$ cat config.mk
export PLATFORM = sky130hd
export DESIGN_NAME = rf_wb_sched
export DESIGN_NICKNAME = d
export VERILOG_FILES = /design/src/rtl/rf_wb_sched_pkg.sv /design/src/rtl/rf_wb_sched_wb_rr_arb.sv /design/src/rtl/rf_wb_sched.sv
export SDC_FILE = /design/constraint.sdc
export NUM_CORES = 1
export LEC_CHECK = 0
export ABC_AREA = 1
export CORE_ASPECT_RATIO = 0.6
export CORE_MARGIN = 2
export CORE_UTILIZATION = 30
export DETAILED_ROUTE_END_ITERATION = 16
export HOLD_SLACK_MARGIN = 0.1
export PLACE_DENSITY = 0.7
export SYNTH_ARGS = -nofsm -noshare
export SYNTH_HDL_FRONTEND = slang
export SYNTH_HIERARCHICAL = 1
export SYNTH_SLANG_ARGS = --single-unit
export TNS_END_PERCENT = 30
$ cat constraint.sdc
create_clock -name clk -period 5.2 [get_ports clk]
set_clock_uncertainty 0.1 [all_clocks]
set_input_delay 1.3 -clock clk [delete_from_list [all_inputs] [get_ports clk]]
set_output_delay 1.3 -clock clk [all_outputs]
set_load 0.1 [all_outputs]
$ cat src/rtl/rf_wb_sched_pkg.sv
// Shared widths and writeback source encoding for the regfile write scheduler.
// No logic here.
// Constants only.
package rf_wb_sched_pkg;
    localparam int XLEN = 32;
    localparam int RA_W = 4;
    localparam int NREG = 2 ** RA_W;

    typedef enum logic {
        SRC_ALU = 1'b0,
        SRC_LD  = 1'b1
    } wb_src_e;
endpackage

$ cat src/rtl/rf_wb_sched_wb_rr_arb.sv
// Two-way round-robin arbiter for the ALU and load writeback streams.
// Latency: grant is combinational from the valids; only the pointer is registered.
// Backpressure: the loser of a contested cycle keeps requesting and wins the next one.
module wb_rr_arb
    import rf_wb_sched_pkg::*;
(
    input  logic       clk,
    input  logic       rst_n,
    input  logic [1:0] req,
    output logic [1:0] gnt,
    output wb_src_e    sel
);

    wb_src_e rr_ptr;

    always_comb begin
        sel = SRC_ALU;
        gnt = 2'b00;
        if (rst_n) begin
            if (req[0] && req[1]) begin
                sel = rr_ptr;
            end else if (req[1]) begin
                sel = SRC_LD;
            end
            if (req != 2'b00) begin
                gnt = (sel == SRC_LD) ? 2'b10 : 2'b01;
            end
        end
    end

    // The pointer only moves when both sources competed.
    always_ff @(posedge clk) begin
        if (!rst_n) begin
            rr_ptr <= SRC_ALU;
        end else if (req == 2'b11) begin
            rr_ptr <= (rr_ptr == SRC_ALU) ? SRC_LD : SRC_ALU;
        end
    end

endmodule

$ cat src/rtl/rf_wb_sched.sv
// Issue scoreboard (RAW/WAW stall) and writeback arbitration onto the single regfile write port.
// Latency: one cycle from a writeback grant to rf_we; busy updates one cycle after issue/writeback.
// Backpressure: iss_ready drops on a hazard; alu_ready/ld_ready follow the round-robin grant.
module rf_wb_sched #(
    parameter int XLEN = rf_wb_sched_pkg::XLEN,
    parameter int RA_W = rf_wb_sched_pkg::RA_W
) (
    input  logic                 clk,
    input  logic                 rst_n,
    input  logic                 iss_valid,
    output logic                 iss_ready,
    input  logic [RA_W-1:0]      iss_rs1,
    input  logic [RA_W-1:0]      iss_rs2,
    input  logic                 iss_use_rs1,
    input  logic                 iss_use_rs2,
    input  logic [RA_W-1:0]      iss_rd,
    input  logic                 iss_wr,
    input  logic                 alu_valid,
    output logic                 alu_ready,
    input  logic [RA_W-1:0]      alu_rd,
    input  logic [XLEN-1:0]      alu_data,
    input  logic                 ld_valid,
    output logic                 ld_ready,
    input  logic [RA_W-1:0]      ld_rd,
    input  logic [XLEN-1:0]      ld_data,
    output logic                 rf_we,
    output logic [RA_W-1:0]      rf_rd,
    output logic [XLEN-1:0]      rf_wdata,
    output logic [2**RA_W-1:0]   busy,
    output logic                 wb_err
);
    import rf_wb_sched_pkg::*;

    typedef struct packed {
        logic [RA_W-1:0] rd;
        logic [XLEN-1:0] dat;
    } wb_req_t;

    logic [1:0]          wb_gnt;
    wb_src_e             wb_sel;
    wb_req_t             wb_in;
    logic                wb_xfer;
    logic                wb_nz;
    logic                iss_xfer;
    logic                haz;
    logic [2**RA_W-1:0]  busy_nxt;

    wb_rr_arb u_arb (
        .clk   (clk),
        .rst_n (rst_n),
        .req   ({ld_valid, alu_valid}),
        .gnt   (wb_gnt),
        .sel   (wb_sel)
    );

    assign alu_ready = wb_gnt[0];
    assign ld_ready  = wb_gnt[1];
    assign wb_xfer   = wb_gnt[0] | wb_gnt[1];

    always_comb begin
        wb_in.rd  = alu_rd;
        wb_in.dat = alu_data;
        if (wb_sel == SRC_LD) begin
            wb_in.rd  = ld_rd;
            wb_in.dat = ld_data;
        end
    end

    assign wb_nz = (wb_in.rd != '0);

    // Hazard uses pre-clear busy: no bypass from a same-cycle writeback.
    assign haz = (iss_use_rs1 && (iss_rs1 != '0) && busy[iss_rs1])
               | (iss_use_rs2 && (iss_rs2 != '0) && busy[iss_rs2])
               | (iss_wr      && (iss_rd  != '0) && busy[iss_rd]);

    assign iss_ready = rst_n & ~haz;
    assign iss_xfer  = iss_valid & iss_ready;

    // Set after clear so a new owner of the same index wins.
    always_comb begin
        busy_nxt = busy;
        if (wb_xfer && wb_nz) begin
            busy_nxt[wb_in.rd] = 1'b0;
        end
        if (iss_xfer && iss_wr && (iss_rd != '0)) begin
            busy_nxt[iss_rd] = 1'b1;
        end
        busy_nxt[0] = 1'b0;
    end

    always_ff @(posedge clk) begin
        if (!rst_n) begin
            busy     <= '0;
            rf_we    <= 1'b0;
            rf_rd    <= '0;
            rf_wdata <= '0;
            wb_err   <= 1'b0;
        end else begin
            busy  <= busy_nxt;
            rf_we <= wb_xfer && wb_nz;
            if (wb_xfer) begin
                rf_rd    <= wb_in.rd;
                rf_wdata <= wb_in.dat;
            end
            if (wb_xfer && wb_nz && !busy[wb_in.rd]) begin
                wb_err <= 1'b1;
            end
        end
    end

endmodule

# Yosys cells after proc, flatten, opt, wreduce, memory -nomap -nowiden
# Index checks and enable logic that the tools add are counted.
[word_totals] inputBits=92 output_inout_bits=57 word_cells=65 ff_bits=55
[classes] n_mux=23 n_lt_le_gt_ge=6 bitwise_logic=9 reduce_logical=19 n_eq_ne=1
[ops] operator="36-bit 2-to-1 mux" count=1
[ops] operator="16-bit 2-to-1 mux" count=2
[ops] operator="4-bit by 5-bit < comparator with 1-bit output (second input constant)" count=4
[ops] operator="16-bit AND" count=1
[ops] operator="1-bit binary-select mux with 4-bit select" count=4
[ops] operator="16-bit NOT" count=1
[ops] operator="16-bit bitwise OR" count=1
[ops] operator="4-bit nonzero test" count=4
[ops] operator="1-bit logical AND" count=13
[ops] operator="1-bit 2-to-1 mux" count=11
[ops] operator="1-bit demux with 4-bit select" count=2
[ops] operator="4-bit by 1-bit greater-or-equal comparator with 1-bit output (second input constant)" count=2
[ops] operator="2-bit 2-to-1 mux" count=3
[ops] operator="1-bit bitwise OR" count=3
[ops] operator="1-bit AND" count=2
[ops] operator="2-bit == test (second input constant)" count=1
[ops] operator="2-bit nonzero test" count=1
[ops] operator="1-bit zero test" count=1
[ops] operator="1-bit NOT" count=1

# Depth between registers and ports, before layout
[depth] ltp_word=14 mapped_depth=18 mapped_depth_nobuf=16

# Hierarchy
# The synthesis kept the hierarchy.
[by_module_without_submodules] mod="rf_wb_sched" seq_area_each_um2=1061.0 cells_each=475 n_inst=1 area_per_inst_um2=3055.4
[by_module_without_submodules] mod="wb_rr_arb" seq_area_each_um2=20.0 cells_each=12 n_inst=1 area_per_inst_um2=70.1

# Worst setup path after synthesis
# OpenSTA, ideal clock, no wires.
[synth_timing] path_kind="in2out" startpoint="input port iss_rd[1]" endpoint="output port iss_ready" cell_stages=13 t_required_ns=3.800 slack_ns=0.808 t_arrival_ns=2.992 path_buffers=2 path_cell_list="buf_4 inv_2 nand3_1 nand2_1 nand2_1 nand2_1 nor2_2 nand2_1 nand2_1 nand2_2 nor2_4 buf_6 and2_1"
[synth_via] elab_chain_cells=6 elab_cells_between_ends=8 cone_classes="mux: 2; bitwise: 3; reduce/logical: 3"
[synth_rtl] item="start: declaration" line="rf_wb_sched.sv:16" text="input logic [RA_W-1:0] iss_rd,"
[synth_rtl] item="1-bit binary-select mux with 4-bit select or 4-bit nonzero test (tied branches)" line="rf_wb_sched.sv:74" text="| (iss_wr && (iss_rd != '0) && busy[iss_rd]);"
[synth_rtl] item="1-bit 2-to-1 mux (implied by the code) or 1-bit logical AND (tied branches)" line="rf_wb_sched.sv:74"
[synth_rtl] item="1-bit logical AND *" line="rf_wb_sched.sv:74"
[synth_rtl] item="1-bit bitwise OR *" line="rf_wb_sched.sv:74"
[synth_rtl] item="1-bit NOT *" line="rf_wb_sched.sv:76" text="assign iss_ready = rst_n & ~haz;"
[synth_rtl] item="1-bit AND *" line="rf_wb_sched.sv:76"
[synth_rtl] item="end: declaration" line="rf_wb_sched.sv:11" text="output logic iss_ready,"
# Mark *: on every way between the ends. The rest lies on a longest branch, timed or not. The select of a mux whose other input is x is not followed.

# Final worst setup path
[layout_timing] startpoint="input port iss_rd[0]" endpoint="output port iss_ready"
# Same word-level chain as after synthesis.

==> metrics <==
outcome finished, final reports clean; setup TNS 0 ps; gr ovfl total 0; CTS sink count 54; WP data required 3800 ps; gpl congestion 0.922; kind of critical path input port to output pin; global-route wire length before repair 17.2 mm; HP Class flip-flop to flip-flop; crit path launch iss_rd[0]; footprint of the multi-input gates 1750 sq um; antenna violations before repair 0; Die Wd 136 microns; number of H-tree levels 2; R2R setup slack 2710 ps; Hold Buf Count CTS 0; share of cells above drive strength 1 6.32%; setup bufs post-CTS 0; Row Count 28; CP endpoint iss_ready; pre-CTS WS 613 ps; Post-Synthesis Mean Instance Area 6.42 sq um; HPWL Detailed 8.38 mm; Fmax 217 MHz; CTS Root Cell clkbuf_16; PD cells 263 nW/um^2; Antenna Violating Nets Remaining 0; maxcap violations 0; Layout fillers 934; final worst slack 598 ps; GRT Overall Usage 19.0%; Final Hold Viols 0; Detailed Routing Iterations Pass 1 5; Crit Reg-Reg Endpoint busy[5]$_SDFF_PN0_; cell area after synthesis 3130 sq um; FF-to-FF Start u_arb/rr_ptr$_SDFFE_PN0N_; Detailed Route WL 11.1 mm; Slew Limit Fails 0; CTS tree yes; cell count after synthesis 487; largest net degree at the start of global routing 70; core area 9980 sq um; Seq/Total Area, Yosys 34.6%; YS warnings 6; DRC 0; Max rail drop VDD 0.148 mV; Arr. time, crit path 3200 ps; Static Leak 1.86 nW; net count after synthesis 579; register bit count reported by yosys 54; post-synthesis cell type count 32; Slew @ Worst Pin 1030 ps; clock transition at the registers of the reported paths 70 ps; post-layout min period 4600 ps; Final nets 709; CP startpoint kind input port; Max-Slew Margin vs Limit 31.4%; IO buf count 147; P&R area growth vs syn 54.0%; WL per Instance 14.8 microns; Storage cell area 1080 sq um; io pins 149; vias in the first global route 3,444; Reg2Reg Depth 12; initial cell density of the core 31.3%; total CTS buffers 5; vias per cell 5.03; worst skew pair latency 290 ps; Worst Path Max Fanout 12; vias after detailed routing 3,783; RSZ-0062 raised after global routing no; clk buf depth 2; DRT iter0 DRCs 436; Final setup viols 0; Die ar. 11,300 sq um; post-CTS resize count 0; post-route clock period utilization 88.5%; Die Ht 83.1 microns; antenna diode count 0; Setup crit end kind output pin
power by group:
part | switching (mW) | internal, mW
combinational | 0.343 | 0.150
clock | 0.141 | 0.177
sequential | 0.0148 | 0.442
total | 0.500 | 0.769
synth_stat cells:
library cell | n | area, sq um
and2_1 | 1 | 6.26
nor3_1 | 1 | 5.00
a31oi_1 | 33 | 206
a21oi_2 | 2 | 17.5
nand3_2 | 1 | 10.0
buf_2 | 3 | 15.0
nand2_1 | 142 | 533
buf_1 | 2 | 7.51
a21oi_1 | 32 | 160
nor2_4 | 1 | 11.3
inv_2 | 9 | 33.8
nand2_2 | 4 | 25.0
o21a_2 | 1 | 8.76
clkbuf_1 | 16 | 60.1
dfxtp_1 | 54 | 1080
or2_1 | 2 | 12.5
nand3_1 | 21 | 105
o31ai_1 | 4 | 30.0
o21ai_4 | 1 | 16.3
nor2_1 | 37 | 139
buf_4 | 5 | 37.5
nand4_1 | 15 | 93.8
o21ai_1 | 8 | 40.0
inv_1 | 28 | 105
o21ai_0 | 46 | 230
nor2_2 | 4 | 25.0
a22oi_1 | 4 | 30.0
conb_1 | 1 | 3.75
o211ai_1 | 4 | 30.0
clkinv_1 | 1 | 3.75
buf_6 | 3 | 33.8
o21ai_2 | 1 | 8.76
kinds of logic after synthesis:
kind of cell	synth area share (%)
flops	34.6
buf+inv	9.49
other cells	0.120
simple gates	30.9
compound gates	24.9
layout by cell type, fill, tap and decap left out, types with 2 or more instances in the layout:
cell | synthesis | routed
clkdlybuf4s50_1 | 0 | 144
o21ai_0 | 46 | 46
buf_12 | 0 | 3
o211ai_1 | 4 | 4
a21oi_1 | 32 | 32
clkbuf_16 | 0 | 5
o21ai_1 | 8 | 8
o31ai_1 | 4 | 4
a21oi_2 | 2 | 2
nor2_2 | 4 | 5
inv_1 | 28 | 27
nand2_2 | 4 | 4
nand2_1 | 142 | 142
clkbuf_1 | 16 | 2
a22oi_1 | 4 | 4
nand4_1 | 15 | 15
buf_4 | 5 | 5
or2_1 | 2 | 2
nand3_1 | 21 | 21
inv_2 | 9 | 10
dfxtp_1 | 54 | 54
nor2_1 | 37 | 36
a31oi_1 | 33 | 33
metrics by stage:
step	utilization [%]	hold WS [ps]	area [sq um]	instances	total power [mW]
2_1_floorplan	-	355	3130	487	0.797
3_3_place_gp	46.9	348	4680	745	0.952
3_5_place_dp	46.9	360	4680	745	0.957
4_1_cts	48.2	370	4810	752	1.28
5_1_grt	48.2	388	4810	752	1.32
6_report	48.2	366	4810	752	1.27
worst min-delay path by stage:
stage | startpoint | end | slack (ps) | depth (start not counted)
after floorplan | u_arb/rr_ptr$_SDFFE_PN0N_ | u_arb/rr_ptr$_SDFFE_PN0N_ | 360 | 2
after global placement | wb_err$_SDFFE_PN0P_ | wb_err$_SDFFE_PN0P_ | 350 | 2
after detailed placement | wb_err$_SDFFE_PN0P_ | wb_err$_SDFFE_PN0P_ | 360 | 2
after CTS | wb_err$_SDFFE_PN0P_ | wb_err$_SDFFE_PN0P_ | 370 | 2
after global routing | wb_err$_SDFFE_PN0P_ | wb_err$_SDFFE_PN0P_ | 390 | 2
final | wb_err$_SDFFE_PN0P_ | wb_err$_SDFFE_PN0P_ | 370 | 2
critical path, cell delays in order:
cell	delay [ps]
clkdlybuf4s50_1	700
inv_2	130
nand2_2	110
nor2_1	70
nand2_1	60
nand2_1	60
nor2_2	90
nand2_1	60
nand2_1	60
nand2_2	60
nor2_4	100
and2_1	200
buf_12	190
layer usage:
layer  part of all wire (%)  GRT usage, %
met4                    1.4          3.69
met5                      0             0
met3                    8.8          4.09
met1                     47          27.6
met2                     43          28.8
area by class of cell:
cell class	count	area share, %
clock buffers	7	2.75
inverters	38	2.96
multi-input cells	366	36.4
flip-flops and latches	54	22.5
well taps	135	3.51
repair buffers	152	32.0
flip-flops by register name, indices dropped and copies added, names as in the netlist:
| signal | count |
|---|---|
| rf_wdata | 32 |
| busy | 15 |
| wb_err | 1 |
| rf_we | 1 |
| rf_rd | 4 |
| u_arb/rr_ptr | 1 |
Note: power is estimated with default switching activity, not from simulation.
